<file path="config.mk">
export PLATFORM = sky130hd
export DESIGN_NAME = video_chunk_request_scheduler
export DESIGN_NICKNAME = d
export VERILOG_FILES = /design/src/rtl/video_pipeline_pkg.sv /design/src/rtl/video_credit_counter.sv /design/src/rtl/video_chunk_request_scheduler.sv
export SDC_FILE = /design/constraint.sdc
export NUM_CORES = 1
export LEC_CHECK = 0
export ABC_AREA = 1
export CAP_MARGIN = 20
export CORE_UTILIZATION = 50
export DETAILED_ROUTE_END_ITERATION = 16
export HOLD_SLACK_MARGIN = 0.08
export MAX_ROUTING_LAYER = met4
export PLACE_DENSITY = 0.82
export SYNTH_ARGS = -nofsm -noshare
export SYNTH_HDL_FRONTEND = slang
export SYNTH_SLANG_ARGS = --single-unit
</file>
<file path="constraint.sdc">
create_clock -name scalerClock -period 2.9 [get_ports scalerClock]
set_input_delay 0.58 -clock scalerClock [delete_from_list [all_inputs] [get_ports scalerClock]]
set_output_delay 0.58 -clock scalerClock [all_outputs]
set_load 0.01 [all_outputs]
</file>
<file path="src/rtl/video_pipeline_pkg.sv">
// Shared sizes, request-word width helper and scheduler state type for the video pipeline.
package video_pipeline_pkg;
    localparam int HACTIVE_BITS   = 11;
    localparam int VACTIVE_BITS   = 11;
    localparam int BITS_PER_PIXEL = 24;

    typedef enum logic [1:0] {IDLE, ISSUE, DRAIN, DONE} sched_state_t;

    function automatic int req_width(input int v_bits, input int h_bits, input int chunk_bits);
        return v_bits + h_bits - chunk_bits;
    endfunction
endpackage

</file>
<file path="src/rtl/video_credit_counter.sv">
// Outstanding-chunk credit counter: up on issue, down on consume, sticky underflow flag.
module video_credit_counter #(
    parameter  int MAX = 4,
    localparam int CW  = $clog2(MAX + 1)
) (
    input  logic clk,
    input  logic reset_n,
    input  logic inc,
    input  logic dec,
    output logic available,
    output logic zero,
    output logic underflow
);
    localparam logic [CW-1:0] ONE = CW'(1);

    logic [CW-1:0] count;

    // inc is only ever asserted while available, so the count cannot pass MAX
    always_ff @(posedge clk) begin
        if (!reset_n) begin
            count     <= '0;
            underflow <= 1'b0;
        end else if (inc && !dec) begin
            count <= count + ONE;
        end else if (dec && !inc) begin
            if (count == '0) underflow <= 1'b1;
            else             count     <= count - ONE;
        end
    end

    assign available = count < CW'(MAX);
    assign zero      = count == '0;
endmodule

</file>
<file path="src/rtl/video_chunk_request_scheduler.sv">
// Walks every {line, chunk} of a frame into the request FIFO, paced by chunk credits.
// Optional interlaced field order when VIDEO_SCHED_INTERLACE_EN is defined (adds fieldOdd).
module video_chunk_request_scheduler #(
    parameter  int CHUNK_BITS      = 5,
    parameter  int HACTIVE_BITS    = video_pipeline_pkg::HACTIVE_BITS,
    parameter  int VACTIVE_BITS    = video_pipeline_pkg::VACTIVE_BITS,
    parameter  int MAX_OUTSTANDING = 4,
    localparam int REQ_W = video_pipeline_pkg::req_width(VACTIVE_BITS, HACTIVE_BITS, CHUNK_BITS)
) (
    input  logic                    scalerClock,
    input  logic                    resetN,
    input  logic                    frameStart,
    input  logic [HACTIVE_BITS-1:0] hActive,
    input  logic [VACTIVE_BITS-1:0] vActive,
`ifdef VIDEO_SCHED_INTERLACE_EN
    input  logic                    fieldOdd,
`endif
    output logic                    requestFifoWriteEnable,
    input  logic                    requestFifoFull,
    output logic [REQ_W-1:0]        requestFifoWriteData,
    input  logic                    chunkConsumed,
    output logic                    busy,
    output logic                    frameDone,
    output logic                    creditUnderflow
);
    import video_pipeline_pkg::*;

    localparam int CW = HACTIVE_BITS - CHUNK_BITS;
    localparam logic [HACTIVE_BITS:0] CHUNK_ROUND = (HACTIVE_BITS+1)'((1 << CHUNK_BITS) - 1);
    localparam logic [HACTIVE_BITS:0] CHUNK_ONE   = (HACTIVE_BITS+1)'(1);
`ifdef VIDEO_SCHED_INTERLACE_EN
    localparam logic [VACTIVE_BITS:0] LINE_STEP   = (VACTIVE_BITS+1)'(2);
`else
    localparam logic [VACTIVE_BITS:0] LINE_STEP   = (VACTIVE_BITS+1)'(1);
`endif

    sched_state_t            state, state_n;
    logic [HACTIVE_BITS:0]   chunks_per_line, cpl_in, chunk_nxt;
    logic [VACTIVE_BITS-1:0] v_lim, line_count, start_line;
    logic [VACTIVE_BITS:0]   line_nxt;
    logic [CW-1:0]           chunk_count;
    logic                    issue, zero_size, last_chunk, last_line;
    logic                    credit_avail, credit_zero;

    // one extra bit so rounding up a full-width hActive cannot wrap
    assign cpl_in = ({1'b0, hActive} + CHUNK_ROUND) >> CHUNK_BITS;

`ifdef VIDEO_SCHED_INTERLACE_EN
    assign start_line = {{(VACTIVE_BITS-1){1'b0}}, fieldOdd};
`else
    assign start_line = '0;
`endif

    assign zero_size  = (cpl_in == '0) || (start_line >= vActive);
    assign chunk_nxt  = {{(CHUNK_BITS+1){1'b0}}, chunk_count} + CHUNK_ONE;
    assign last_chunk = chunk_nxt == chunks_per_line;
    assign line_nxt   = {1'b0, line_count} + LINE_STEP;
    assign last_line  = line_nxt >= {1'b0, v_lim};

    // frameStart pre-empts everything: no write and no frameDone in that cycle
    always_comb begin
        state_n   = state;
        issue     = 1'b0;
        frameDone = 1'b0;
        if (frameStart) begin
            state_n = zero_size ? DONE : ISSUE;
        end else begin
            case (state)
                IDLE: ;
                ISSUE: begin
                    issue = !requestFifoFull && credit_avail;
                    if (issue && last_chunk && last_line) state_n = DRAIN;
                end
                DRAIN: if (credit_zero) state_n = DONE;
                DONE: begin
                    frameDone = 1'b1;
                    state_n   = IDLE;
                end
                default: state_n = IDLE;
            endcase
        end
    end

    always_ff @(posedge scalerClock) begin
        if (!resetN) begin
            state           <= IDLE;
            chunks_per_line <= '0;
            v_lim           <= '0;
            line_count      <= '0;
            chunk_count     <= '0;
        end else begin
            state <= state_n;
            if (frameStart) begin
                chunks_per_line <= cpl_in;
                v_lim           <= vActive;
                line_count      <= start_line;
                chunk_count     <= '0;
            end else if (issue) begin
                if (last_chunk) begin
                    chunk_count <= '0;
                    line_count  <= line_nxt[VACTIVE_BITS-1:0];
                end else begin
                    chunk_count <= chunk_nxt[CW-1:0];
                end
            end
        end
    end

    video_credit_counter #(.MAX(MAX_OUTSTANDING)) u_credit (
        .clk       (scalerClock),
        .reset_n   (resetN),
        .inc       (issue),
        .dec       (chunkConsumed),
        .available (credit_avail),
        .zero      (credit_zero),
        .underflow (creditUnderflow)
    );

    assign requestFifoWriteEnable = issue;
    assign requestFifoWriteData   = {line_count, chunk_count};
    assign busy                   = state != IDLE;
endmodule
</file>
Yosys cells after proc, flatten, opt, wreduce, memory -nomap -nowiden
Cells that the tools add are included.
Word-level totals
  flip-flop bits (word level): 41
Operators by class
  $add $sub $neg: 5
  bitwise operators: 2
  mux-type cells: 13
  equal/unequal tests: 7
  order comparisons: 3
  reduce and logical (&&, ||, !) cells: 19
Operators by type and width (count)
  adder 11 x 1 -> 12 bit (second input constant): 1
  adder 11 x 5 -> 12 bit (second input constant): 1
  >= comparator 12 x 11 -> 1 bit: 1
  zero test 12 bit: 1
  >= comparator 1 x 11 -> 1 bit (first input constant): 1
  two-way mux 3 bit: 3
  two-way mux 2 bit: 4
  adder 6 x 1 -> 7 bit (second input constant): 1
  equality test 7 bit: 1
  two-way mux 6 bit: 1
  inequality test 3 bit (second input constant): 2
  one-hot mux 2 bit (3 select lines): 1
  AND reduction 3 bit: 2
  logical AND 1 bit: 5
  equality test 2 bit (second input constant): 2
  two-way mux 1 bit: 4
  AND reduction 2 bit: 2
  nonzero test 2 bit: 2
  nonzero test 4 bit: 1
  adder 3 x 1 -> 3 bit (second input constant): 1
  zero test 1 bit: 3
  zero test 3 bit: 1
  less-than comparator 3 bit (second input constant): 1
  subtractor 3 x 1 -> 3 bit (second input constant): 1
  other kinds (5): 6

Longest topological paths before layout
  depth after elaboration: 8
  gate-level depth with buffers: 19
  mapped depth without buffers: 19

By module
From an unflattened synthesis, not the netlist that was laid out.
Unflattened totals
  cells, all modules: 394
  area, all modules: 2555.0 um2
By module, submodules not included
  video_chunk_request_scheduler: area an instance 2284.7 um2, cells each 356, sequential area each 740.7 um2, instances 1
  video_credit_counter: area an instance 270.3 um2, cells each 38, sequential area each 80.1 um2, instances 1

Worst setup path after synthesis
OpenSTA, ideal clock, no wires.
  path type: input-to-reg
  from: input frameStart
  to: register u_credit.count[2]
  slack: 0.287 ns
  cell stages on the path: 12
  path buffers: 2
  arrival time: 2.494 ns
  cells stage by stage: buf_2 nor3_1 nand2_1 inv_1 buf_2 ha_1 inv_1 fa_1 xnor2_1 nand2_1 o21ai_0 a21oi_1
Between the ends
  word-level cells in the longest chain between the ends: 5
  elaborated cells on any way between the ends: 8
  those cells by class: eq/ne (1); mux (2); reduce/logical (5)
RTL lines
  from (decl): line video_chunk_request_scheduler.sv:12  | input logic frameStart,
  two-way mux 1 bit (*): line video_chunk_request_scheduler.sv:65  | if (frameStart) begin
  via requestFifoWriteEnable: line video_chunk_request_scheduler.sv:18  | output logic requestFifoWriteEnable,
  zero test 1 bit: line video_credit_counter.sv:25  | end else if (dec && !inc) begin
  logical AND 1 bit: line video_credit_counter.sv:25
  nonzero test 2 bit (no line)
  AND reduction 2 bit (no line)
  to (signal assigned): line video_credit_counter.sv:24  | count <= count + ONE;
  to (signal assigned): line video_credit_counter.sv:27  | else count <= count - ONE;
  to (decl): line video_credit_counter.sv:16  | logic [CW-1:0] count;
The timed path passes the listed nets; every way through them passes the cells marked *.
A chain may end at the register's enable or synchronous reset.

Final worst setup path
  from: input frameStart
  to: output requestFifoWriteEnable
Between the ends
  word-level cells in the longest chain between the ends: 1
RTL lines (line)
  two-way mux 1 bit: video_chunk_request_scheduler.sv:65
  to (decl): video_chunk_request_scheduler.sv:18
No other way between the ends.

==> results.toml <==
[floorplanning]
die_h_microns = 72.0
core.rowCount = 25
boundaryPins = 48
fp.coreArea_sq_um = 4720
die_w_microns = 72.0
floorplan.initialDensity = 0.519
die_footprint_sq_um = 5190

[detailed_routing]
antenna_violating_nets_post_route = 0
avgViaCountPerCell = 5.17
route.vias.total = 2522
first_pass_iteration_count_of_the_detailed_router = 4
drc_errors = 0
detail_route.iter0.violations = 169
wl_per_cell_microns = 12.1
drt-total-wl_microns = 5880

[sta]
hold_viol = 0
report.final.setup_viol = 0
final.setup.worst_slack_ns = 0.207
finalCritPeriodShare = 0.929
grt_setup_unrepaired = "false"
timing.setup.tns_ns = 0
hold_ws_ns = 0.466
timing.max_slew.rel_slack = 0.380
worstMarginPinSlew_ns = 0.929
period_minus_slack_ns = 2.69
drv_slew = 0
max_freq_mhz = 371
clock_skew_after_layout_ns = 0.00638

[yosys]
synthesis.instances = 371
sequential_to_total_area_share_from_yosys_stat = 0.335
synth_top_flop_cell = "dfxtp_1"
synth-edff-count = 0
area_share_of_the_largest_cell_type_after_synthesis = 0.335
post_synth_num_cell_types = 31
synthesis.yosys.warnings = 0
mappedNetlistArea_sq_um = 2450
mappedNetlistNets = 414
syn-mean-instance-area_sq_um = 6.61
post_synth_main_area_contributors = "dfxtp_1 33%, nand2_1 14%, inv_1 9.3%"
asyncSetResetFlopFracSynth = 0
yosys.area.top_type = "dfxtp_1"
post_synthesis_register_bit_count = 41

[setup_path]
worst_setup_path_start_kind = "input pin"
crit_cells = 5
timing.critical_path.slowest_stage_cell = "clkdlybuf4s50_1"
timing.critical_path.to_type = "output pin"
cpMostUsedCell = "clkdlybuf4s50_1"
timing.critical_path.max_delay_family = "buffers and inverters"
critPathRequiredTime_ns = 2.32
worst_path_largest_cell_delay_ns = 0.56
critPathMaxFanout = 3
critical_path.n_buffers_inverters = 3
setup.reg_to_reg.worst_slack_ns = 0.33
r2r_cell_count = 17
cell_chain_critical_path = "clkdlybuf4s50_1 -> nor3_1 -> nand2_1 -> inv_1 -> clkdlybuf4s50_1"
cp.arrival_ns = 2.11
criticalPathCategory = "input pin to output pin"

[placement]
port-buffer-count = 47
dp_hpwl_microns = 4410
place_worst_setup_slack_ns = 0.135
gpl.final_weighted_congestion = 0.865
post-place-cells = 480

[power_and_ir_drop]
irDropWorstVdd_uv = 310
p_leak_nw = 1.38
power_per_cell_area_nw_per_um2 = 420

[final_layout]
mostFrequentLayoutCells = "89 x nand2_1, 61 x inv_1, 47 x clkdlybuf4s50_1"
design.final.nets = 463
finalNonFillerCells = 488
area_growth_pct = 26.4
layout-drive-gt1-share = 0.0428
diode_insertion_count_for_antenna_repair = 0
most_common_cell_after_layout_fill_and_taps_aside = "nand2_1"

[clocking]
max-clock-path-buffers = 2
cts_made_buffers = 5
cts.root.buffer_cell = "clkbuf_8"
clock_network_latency_to_the_later_pin_of_the_worst_skew_pair_ns = 0.30
holdBufCountCts = 0
post_cts_resized = 0
cts_sinks = 41
tritoncts = "yes"
clkTransAtPathRegs_ns = 0.08
cts.htree.levels = 2
post-cts-setup-buffer-count = 0

[global_routing]
grt_max_degree = 33
initial_antenna_violation_count = 0
overflow = 0
track_usage = 0.251
first_global_vias = 2333
grt_pass1_wl_microns = 9960

[min_path]
worst_hold_path_type = "flop to flop"
timing.hold.worst_path_depth = 2

[run]
max_cap_violations = 0

[run_status]
run_status = "finished, final reports clean"
[area by class of cell]
| cell class | count | area [sq um] |
|---|---|---|
| clock buffers | 7 | 96.3 |
| clock inverters | 1 | 5.00 |
| fillers | 424 | 1620 |
| inverters | 62 | 233 |
| multi-input cells | 258 | 1350 |
| flip-flops and latches | 41 | 821 |
| well taps | 67 | 83.8 |
| repair buffers | 52 | 508 |
[report_power, final]
part	internal [W]	leakage [nW]	switching, W
logic	0.000116	0.989	0.000143
registers	0.000601	0.335	0.0000272
clock network	0.000215	0.0542	0.000200
[metrics by stage]
stage	power, W	cell area [sq um]	util
2_1_floorplan	0.000796	2450	-
3_3_place_gp	0.000884	3000	0.635
3_5_place_dp	0.000897	3000	0.635
4_1_cts	0.00131	3100	0.656
5_1_grt	0.00137	3100	0.656
6_report	0.00130	3100	0.656
[per-layer routing]
| metal | vias up | part of all wire | GRT usage |
|---|---|---|---|
| met5 | - | 0 | - |
| met1 | 1130 | 0.43 | 0.303 |
| met3 | 13 | 0.068 | 0.0542 |
| met4 | 0 | 0.022 | 0.0980 |
| li1 | 1291 | - | - |
| met2 | 88 | 0.48 | 0.410 |
[state kept, by name, summed over array words and instances, names as in the netlist]
name                flops
line_count             11
chunk_count             6
chunks_per_line         7
state                   2
v_lim                  11
u_credit.underflow      1
u_credit.count          3
[cell usage after synthesis (2+ instances only)]
library cell and number:
clkbuf_1 6, o32ai_1 3, nor2_1 31, buf_2 3, nor4_1 2, a21oi_1 25
xnor2_1 2, nand3_1 39, nand2_1 89, xor2_1 8, dfxtp_1 41, nand3b_1 2
nor3_1 5, inv_1 61, o22ai_1 2, ha_1 15, a31oi_1 2, nand4_1 5
o21ai_0 18
[path summary, 6_finish.rpt]
check	startpoint	endpoint
worst max-delay path	frameStart	requestFifoWriteEnable
worst min register to register	u_credit.underflow$_SDFFE_PN0P_	u_credit.underflow$_SDFFE_PN0P_
worst max register to register	line_count[0]$_SDFFE_PP0P_	state[0]$_SDFFE_PN0P_
worst min-delay path	u_credit.underflow$_SDFFE_PN0P_	u_credit.underflow$_SDFFE_PN0P_
[logic make-up (layout without fill, tap and decap cells)]
group / count (synthesis) / count (layout) / share of synthesized area
xor gates and xnor gates: 10 / 10 / 0.0357
AOI/OAI and AO/OA: 53 / 53 / 0.117
and+or+nand+nor: 179 / 179 / 0.315
adders and majority gates: 16 / 16 / 0.0847
DFF: 41 / 41 / 0.335
buffers and inverters: 72 / 122 / 0.113
[tightest hold or removal path: cells and delay by family, from the launching register on]
kind                   cells  cell delay [ns]
AO/OA/AOI/OAI              1             0.05
flip-flops                 1             0.32
buffers and inverters      1             0.05
No activity file was read; power rests on OpenSTA's default activity.
